### src/rtl/ballot_controller.sv
// ballot_controller: arms one ballot per voter session, debounces the three
// candidate buttons and forwards one clean single-cycle vote pulse to the tally.
// Ports: clk/rst (async, active-high); i_voter_enable (rising edge arms);
//   i_candidate_1..3 (raw async buttons); i_voting_over (close-of-poll level);
//   o_vote_1..3, o_ack (vote pulse), o_ready (ballot armed), o_error
//   (multi-press pulse), o_timeout (armed ballot expired), o_closed (sticky),
//   o_voters (ballots committed, saturating).
// Optional feature: define BALLOT_TIMEOUT_EN to build the armed-ballot timeout.
module ballot_controller #(
  parameter int DEBOUNCE_CYCLES = 4,
  parameter int TIMEOUT_CYCLES  = 64,
  parameter int CNT_W           = 6
) (
  input  logic             clk,
  input  logic             rst,
  input  logic             i_voter_enable,
  input  logic             i_candidate_1,
  input  logic             i_candidate_2,
  input  logic             i_candidate_3,
  input  logic             i_voting_over,
  output logic             o_vote_1,
  output logic             o_vote_2,
  output logic             o_vote_3,
  output logic             o_ready,
  output logic             o_ack,
  output logic             o_error,
  output logic             o_timeout,
  output logic             o_closed,
  output logic [CNT_W-1:0] o_voters
);

  localparam int DB_W = $clog2(DEBOUNCE_CYCLES + 1);

  typedef enum logic [2:0] {
    S_IDLE,
    S_ARMED,
    S_DEBOUNCE,
    S_COMMIT,
    S_WAIT_RELEASE,
    S_CLOSED
  } state_t;

  state_t           r_state;
  state_t           w_next;
  logic [2:0]       r_sync1;
  logic [2:0]       r_sync2;
  logic             r_en_q;
  logic             r_en_qq;
  logic             r_over_q;
  logic [2:0]       r_sel;
  logic [DB_W-1:0]  r_db_cnt;
  logic             r_err_lock;
  logic [2:0]       r_vote;
  logic             r_ack;
  logic             r_ready;
  logic             r_error;
  logic             r_closed;
  logic [CNT_W-1:0] r_voters;

  logic             w_en_rise;
  logic [1:0]       w_n_high;
  logic             w_one;
  logic             w_multi;
  logic             w_latch;
  logic             w_db_inc;
  logic             w_err;

`ifdef BALLOT_TIMEOUT_EN
  localparam int TO_W = $clog2(TIMEOUT_CYCLES + 1);
  logic [TO_W-1:0]  r_to_cnt;
  logic             r_timeout;
  logic             w_to;
  logic             w_to_inc;
`else
  logic             w_unused_timeout;
  assign w_unused_timeout = (TIMEOUT_CYCLES != 0);
`endif

  assign w_en_rise = r_en_q & ~r_en_qq;
  assign w_n_high  = {1'b0, r_sync2[0]} + {1'b0, r_sync2[1]} + {1'b0, r_sync2[2]};
  assign w_one     = (w_n_high == 2'd1);
  assign w_multi   = (w_n_high >= 2'd2);

  always_comb begin
    w_next   = r_state;
    w_latch  = 1'b0;
    w_db_inc = 1'b0;
    w_err    = 1'b0;
`ifdef BALLOT_TIMEOUT_EN
    w_to     = 1'b0;
    w_to_inc = 1'b0;
`endif
    case (r_state)
      S_IDLE: begin
        // Close-of-poll beats a coincident enable edge.
        if (r_over_q)       w_next = S_CLOSED;
        else if (w_en_rise) w_next = S_ARMED;
      end
      S_ARMED: begin
        if (r_over_q) begin
          w_next = S_CLOSED;
        end else if (w_one) begin
          w_next  = S_DEBOUNCE;
          w_latch = 1'b1;
        end else begin
          // One error pulse per multi-press episode; lock drops on full release.
          if (w_multi && !r_err_lock) w_err = 1'b1;
`ifdef BALLOT_TIMEOUT_EN
          if (r_to_cnt == TO_W'(TIMEOUT_CYCLES - 1)) begin
            w_next = S_IDLE;
            w_to   = 1'b1;
          end else begin
            w_to_inc = 1'b1;
          end
`endif
        end
      end
      S_DEBOUNCE: begin
        if (r_over_q) begin
          w_next = S_CLOSED;
        end else if (r_sync2 == r_sel) begin
          if (r_db_cnt == DB_W'(DEBOUNCE_CYCLES)) w_next = S_COMMIT;
          else                                    w_db_inc = 1'b1;
        end else begin
          w_next = S_ARMED;
        end
      end
      S_COMMIT: begin
        // The vote always completes; a pending close follows it.
        w_next = r_over_q ? S_CLOSED : S_WAIT_RELEASE;
      end
      S_WAIT_RELEASE: begin
        if (r_over_q)            w_next = S_CLOSED;
        else if (r_sync2 == 3'b0) w_next = S_IDLE;
      end
      S_CLOSED: w_next = S_CLOSED;
      default:  w_next = S_IDLE;
    endcase
  end

  always_ff @(posedge clk or posedge rst) begin
    if (rst) begin
      r_state    <= S_IDLE;
      r_sync1    <= 3'b0;
      r_sync2    <= 3'b0;
      r_en_q     <= 1'b0;
      r_en_qq    <= 1'b0;
      r_over_q   <= 1'b0;
      r_sel      <= 3'b0;
      r_db_cnt   <= '0;
      r_err_lock <= 1'b0;
      r_vote     <= 3'b0;
      r_ack      <= 1'b0;
      r_ready    <= 1'b0;
      r_error    <= 1'b0;
      r_closed   <= 1'b0;
      r_voters   <= '0;
    end else begin
      r_state  <= w_next;
      r_sync1  <= {i_candidate_3, i_candidate_2, i_candidate_1};
      r_sync2  <= r_sync1;
      r_en_q   <= i_voter_enable;
      r_en_qq  <= r_en_q;
      r_over_q <= i_voting_over;

      if (w_latch) r_sel <= r_sync2;

      if (w_latch)       r_db_cnt <= '0;
      else if (w_db_inc) r_db_cnt <= r_db_cnt + DB_W'(1);

      if (w_err)                 r_err_lock <= 1'b1;
      else if (r_sync2 == 3'b0)  r_err_lock <= 1'b0;

      // Outputs are registered from the next state so they line up with it.
      r_vote   <= (w_next == S_COMMIT) ? r_sel : 3'b0;
      r_ack    <= (w_next == S_COMMIT);
      r_ready  <= (w_next == S_ARMED) || (w_next == S_DEBOUNCE);
      r_error  <= w_err;
      r_closed <= (w_next == S_CLOSED);
      if ((w_next == S_COMMIT) && (r_voters != {CNT_W{1'b1}}))
        r_voters <= r_voters + CNT_W'(1);
    end
  end

`ifdef BALLOT_TIMEOUT_EN
  always_ff @(posedge clk or posedge rst) begin
    if (rst) begin
      r_to_cnt  <= '0;
      r_timeout <= 1'b0;
    end else begin
      // Counts only while waiting in ARMED; any other cycle restarts it.
      if (w_to_inc) r_to_cnt <= r_to_cnt + TO_W'(1);
      else          r_to_cnt <= '0;
      r_timeout <= w_to;
    end
  end
  assign o_timeout = r_timeout;
`else
  assign o_timeout = 1'b0;
`endif

  assign o_vote_1 = r_vote[0];
  assign o_vote_2 = r_vote[1];
  assign o_vote_3 = r_vote[2];
  assign o_ack    = r_ack;
  assign o_ready  = r_ready;
  assign o_error  = r_error;
  assign o_closed = r_closed;
  assign o_voters = r_voters;

endmodule

### config.mk
export PLATFORM = sky130hd
export DESIGN_NAME = ballot_controller
export DESIGN_NICKNAME = d
export VERILOG_FILES = /design/src/rtl/ballot_controller.sv
export SDC_FILE = /design/constraint.sdc
export NUM_CORES = 1
export LEC_CHECK = 0
export BUFFER_PORTS_ARGS = -buffer_cell sky130_fd_sc_hd__buf_2
export CAP_MARGIN = 20
export CORE_UTILIZATION = 44
export DETAILED_ROUTE_END_ITERATION = 10
export PLACE_DENSITY = 0.61
export SLEW_MARGIN = 10
export SYNTH_ARGS = -nofsm -noshare
export SYNTH_HDL_FRONTEND = slang
export SYNTH_SLANG_ARGS = --single-unit
### constraint.sdc
create_clock -name clk -period 4.3 [get_ports clk]
set_input_delay 0.43 -clock clk [delete_from_list [all_inputs] [get_ports clk]]
set_output_delay 0.43 -clock clk [all_outputs]
set_load 0.02 [all_outputs]
After elaboration in Yosys (flattened, before gate mapping)
Cells that the tools add are included.
{ "op_classes": {"addsub": 4, "n_lt_le_gt_ge": 1, "n_eq_ne": 13, "muxes": 27, "bitwise": 2, "reduce_logical": 8} }
{ "op_table": {"columns": ["operator", "count"], "rows": [
  ["$mux W3", 12],
  ["$pmux W3 S6", 1],
  ["$mux W1", 14],
  ["$eq A3 B2 Y1 const B", 4],
  ["$eq A3 B3 Y1 const B", 4],
  ["$add A6 B1 Y6 const B", 1],
  ["$eq A3 B1 Y1 const B", 2],
  ["$logic_not A3 Y1", 2],
  ["$ne A6 B6 Y1 const B", 1],
  ["$reduce_bool A2 Y1", 2],
  ["$add A3 B1 Y3 const B", 1],
  ["$eq A3 B3 Y1", 1],
  ["$add A1 B1 Y2", 1],
  ["$add A2 B1 Y2", 1],
  ["$eq A2 B1 Y1 const B", 1],
  ["$ge A2 B2 Y1 const B", 1],
  ["$logic_and A1 B1 Y1", 2],
  ["$and A1 B1 Y1", 1],
  ["$logic_not A1 Y1", 1],
  ["$logic_or A1 B1 Y1", 1],
  ["$not A1 Y1", 1]
]} }
{ "totals": {"ff_bits": 32, "inputBits": 7, "output_inout_bits": 14, "wordCells": 70} }

Depth between registers and ports, before layout
{ "depth": {"ltp_word": 9, "depth_mapped": 9, "depth_no_buf": 8} }

Least setup slack after synthesis
No wires, ideal clock.
{ "synth_path": {"path_kind": "reg-to-reg", "from": "reg r_sync2[0]", "to": "reg r_voters[1] (netlist: o_voters[1])", "setup_ns": 0.125, "arrival_time_ns": 2.013, "required_time_ns": 4.175, "setup_slack_ns": 2.162, "stages_incl_launch_ff": 7, "path_buffers": 0, "period_less_slack_ns": 2.138, "cell_sequence": "dfrtp_1 > fa_1 > nor4b_1 > nor3_1 > or3_1 > nand3_2 > mux2_4"} }
{ "synth_via": {"elab_chain_cells": 8, "word_cells_on_any_way": 14, "classes_between": "add/sub: 2; eq/ne: 3; mux: 7; reduce/logical: 2"} }
{ "synth_rtl": {"columns": ["element", "line", "rtl"], "rows": [
  ["start, declared", "46", "logic [2:0] r_sync2;"],
  ["start signal, assigned", "161", "r_sync2 <= r_sync1;"],
  ["$add A1 B1 Y2", "80", "assign w_n_high = {1'b0, r_sync2[0]} + {1'b0, r_sync2[1]} + {1'b0, r_sync2[2]};"],
  ["$add A2 B1 Y2", "80", null],
  ["$eq A2 B1 Y1", "81", "assign w_one = (w_n_high == 2'd1);"],
  ["$mux W3", "102", "end else if (w_one) begin"],
  ["$mux W3", "100", "if (r_over_q) begin"],
  ["$pmux W3 S6 (*)", "93", "case (r_state)"],
  ["$eq A3 B2 Y1 (*)", "180", "if ((w_next == S_COMMIT) && (r_voters != {CNT_W{1'b1}}))"],
  ["$logic_and A1 B1 Y1 (*)", "180", null],
  ["end signal, assigned", "181", "r_voters <= r_voters + CNT_W'(1);"],
  ["end, declared", "58", "logic [CNT_W-1:0] r_voters;"]
]} }
Every way passes the cells marked *; elsewhere a longest branch is shown, timed or not.
A chain may end at the register's enable or synchronous reset.

Worst setup path after layout
Same ends and word-level chain as after synthesis.

==> run metrics <==
outcome=finished with violations; failing checks=design-rule violations; Num CTS Buffers=5; 1st-iter DRT viols=20; design area=0.00154 sq mm; H-Tree Depth=2; Cell Area, Placed=0.00148 sq mm; port bufs=19; setup repair after global routing missed its margin=no; leakage=0.756 nW; post-synth top area share=58.0%; Worst Setup End Kind=flip-flop; ys flop type=dfrtp_1; pin count of the biggest net entering global routing=33; clock-pin slew on the worst setup and hold paths=0.09 ns; die area=0.00336 sq mm; FP Rows=19; global-route wire length before repair=3820 um; power per cell area=334 mW/mm^2; Max VDD drop=0.220 mV; total wire length=2160 um; CTS tree=yes; I/O pin count=21; EDFF count, synth=0; Die Span Y=58.0 um; Req. time, crit path=4.50 ns; Crit-path slowest cell=fa_1; core area=0.00285 sq mm; post-synthesis cell area=0.00138 sq mm; Max-slew headroom=55.2%; Largest stage delay, worst path=0.58 ns; sequential element share of the synthesized area=58.0%; clock sinks=32; CTS Hold Buffers Added=0; worst slew pin tran=0.670 ns; worst-case clock skew=0.00503 ns; Crit Path Max Fanout=11; Final setup violation count=0; initial antenna violation count=0; antenna-violating nets left=0; Synth Warn #=0; library cells used by synthesis=36; max-cap violations=0; critical path arrival=2.67 ns; layout cells sized above 1=25.7%; Final Hold Fails=0; fin crit share=57.3%; Die Wd=58.0 um; max-slew violation count=0; Synth async-reset ratio=100%; GP Congestion=0.896; setup repair bufs after CTS=0; syn_area_per_cell=11.9 sq um; Fmax=406 MHz; crit path time final=2.46 ns; Area Overhead vs Synth=11.5%; Root Driver=clkbuf_4; Synth area leaders=dfrtp_1 (58%), xnor2_1 (5.7%), ha_1 (2.7%), nand2_1 (2.7%), nor2_1 (2.4%); Post-Synthesis Cells=116; syn nets=127; critical path type=flip-flop to flip-flop; GR Util All Layers=15.3%; remaining global-route overflow=0; Seq cells post-synth=32; Inserted Diodes=0; worst-path cell chain=fa_1 > nor4b_1 > nor3_1 > or3_1 > nand3_2 > mux2_4; post_cts resized=0; Final TNS setup=0 ns; drt pass-1 iters=7; total number of vias=893; insertion delay to the later sink of the worst-skew pair=0.31 ns; # DRC=2; number of global-route vias before repair=895; DP Wirelength=1570 um; Initial Utilization=48.4%; post-DR vias/cell=5.22; Synth area leader=dfrtp_1; CP Launch Type=flip-flop; maximum buffer depth of the clock tree=2; Hold Crit Class=input pin to async pin; routed len/inst=12.6 um; Final #Nets=150
[critical path: cells and delay by family, from the launching register on]
| kind | cells | cell delay (ns) |
|---|---|---|
| adders and majority gates | 1 | 0.58 |
| DFF | 1 | 0.45 |
| and+or+nand+nor | 4 | 1.02 |
| muxes | 1 | 0.30 |
[where the power goes]
part / switching, mW / internal (mW)
sequential: 0.00899 / 0.309
clock: 0.0885 / 0.0806
combinational: 0.0154 / 0.0116
total: 0.113 / 0.401
[final timing paths]
check	start	endpoint	slack (ns)	depth (start not counted)
max	r_sync2[0]	o_voters[1]	1.84	6
max reg2reg	r_sync2[0]	o_voters[1]	1.84	6
max in group asynchronous	rst	r_sync1[0]	3.83	3
min	rst	r_sel[1]	0.18	3
min in group clk	i_candidate_2	r_sync1[1]	0.22	1
min reg2reg	r_sync1[2]	r_sync2[2]	0.36	0
[cell families after synthesis]
group / share of synthesized area, %
buffers and inverters: 4.08
other: 0.272
XOR/XNOR: 6.35
flip-flops: 58.0
AO/OA/AOI/OAI: 4.62
multiplexers: 2.54
AND/OR/NAND/NOR: 19.9
adder cells (fa/ha/maj): 4.17
[flip-flops by register name, summed over array words and instances (netlist names)]
register / count
o_ack: 1
r_sync2: 3
r_over_q: 1
o_closed: 1
r_err_lock: 1
r_db_cnt: 3
r_en_qq: 1
o_voters: 6
r_state: 3
r_sel: 3
r_sync1: 3
o_ready: 1
r_vote: 3
r_en_q: 1
o_error: 1
[cell usage in the layout (no fill, tap or decap), drive strengths merged, types with 5 or more instances in the layout]
| master | n |
|---|---|
| nand4 | 5 |
| and3 | 5 |
| clkbuf | 8 |
| dfrtp | 32 |
| a21oi | 5 |
| xnor2 | 9 |
| nor2 | 9 |
| nand2 | 10 |
| buf | 20 |
[layout make-up]
class / instances / area [sq um]
Inverter: 4 / 15.0
Sequential cell: 32 / 801
Clock buffer: 8 / 58.8
Fill cell: 263 / 1310
Timing Repair Buffer: 20 / 103
Multi-Input combinational cell: 76 / 523
Tap cell: 31 / 38.8
[layer usage]
layer  global-route usage, %  up-vias  part of all wire (%)
met5                       0        -                     0
met4                    6.12        0                  0.56
met3                    5.58        2                   5.1
met2                    22.7       22                    46
met1                    20.7      433                    48
li1                        -      436                     -
[through the flow]
stage	utilization [%]	total power [mW]	instances	setup WS, ns	hold slack, ns
finish	53.9	0.514	171	1.84	0.181
floorplan	-	0.342	116	2.16	0.331
detailed placement	51.9	0.351	163	1.83	0.345
global route	53.9	0.542	171	1.76	0.196
global placement	51.9	0.350	163	1.96	0.333
CTS	53.9	0.522	171	1.84	0.186
[Yosys cell counts, types with 2 or more instances]
cell type / n
xnor2_1: 9
and3_2: 3
nor2_1: 9
nand2_1: 10
buf_6: 3
nand3_1: 3
nand4_1: 5
and2_1: 2
ha_1: 3
mux2i_1: 2
and3_1: 2
inv_1: 4
a21oi_1: 5
dfrtp_1: 32
nor3b_1: 3
No activity file was read; power rests on OpenSTA's default activity.
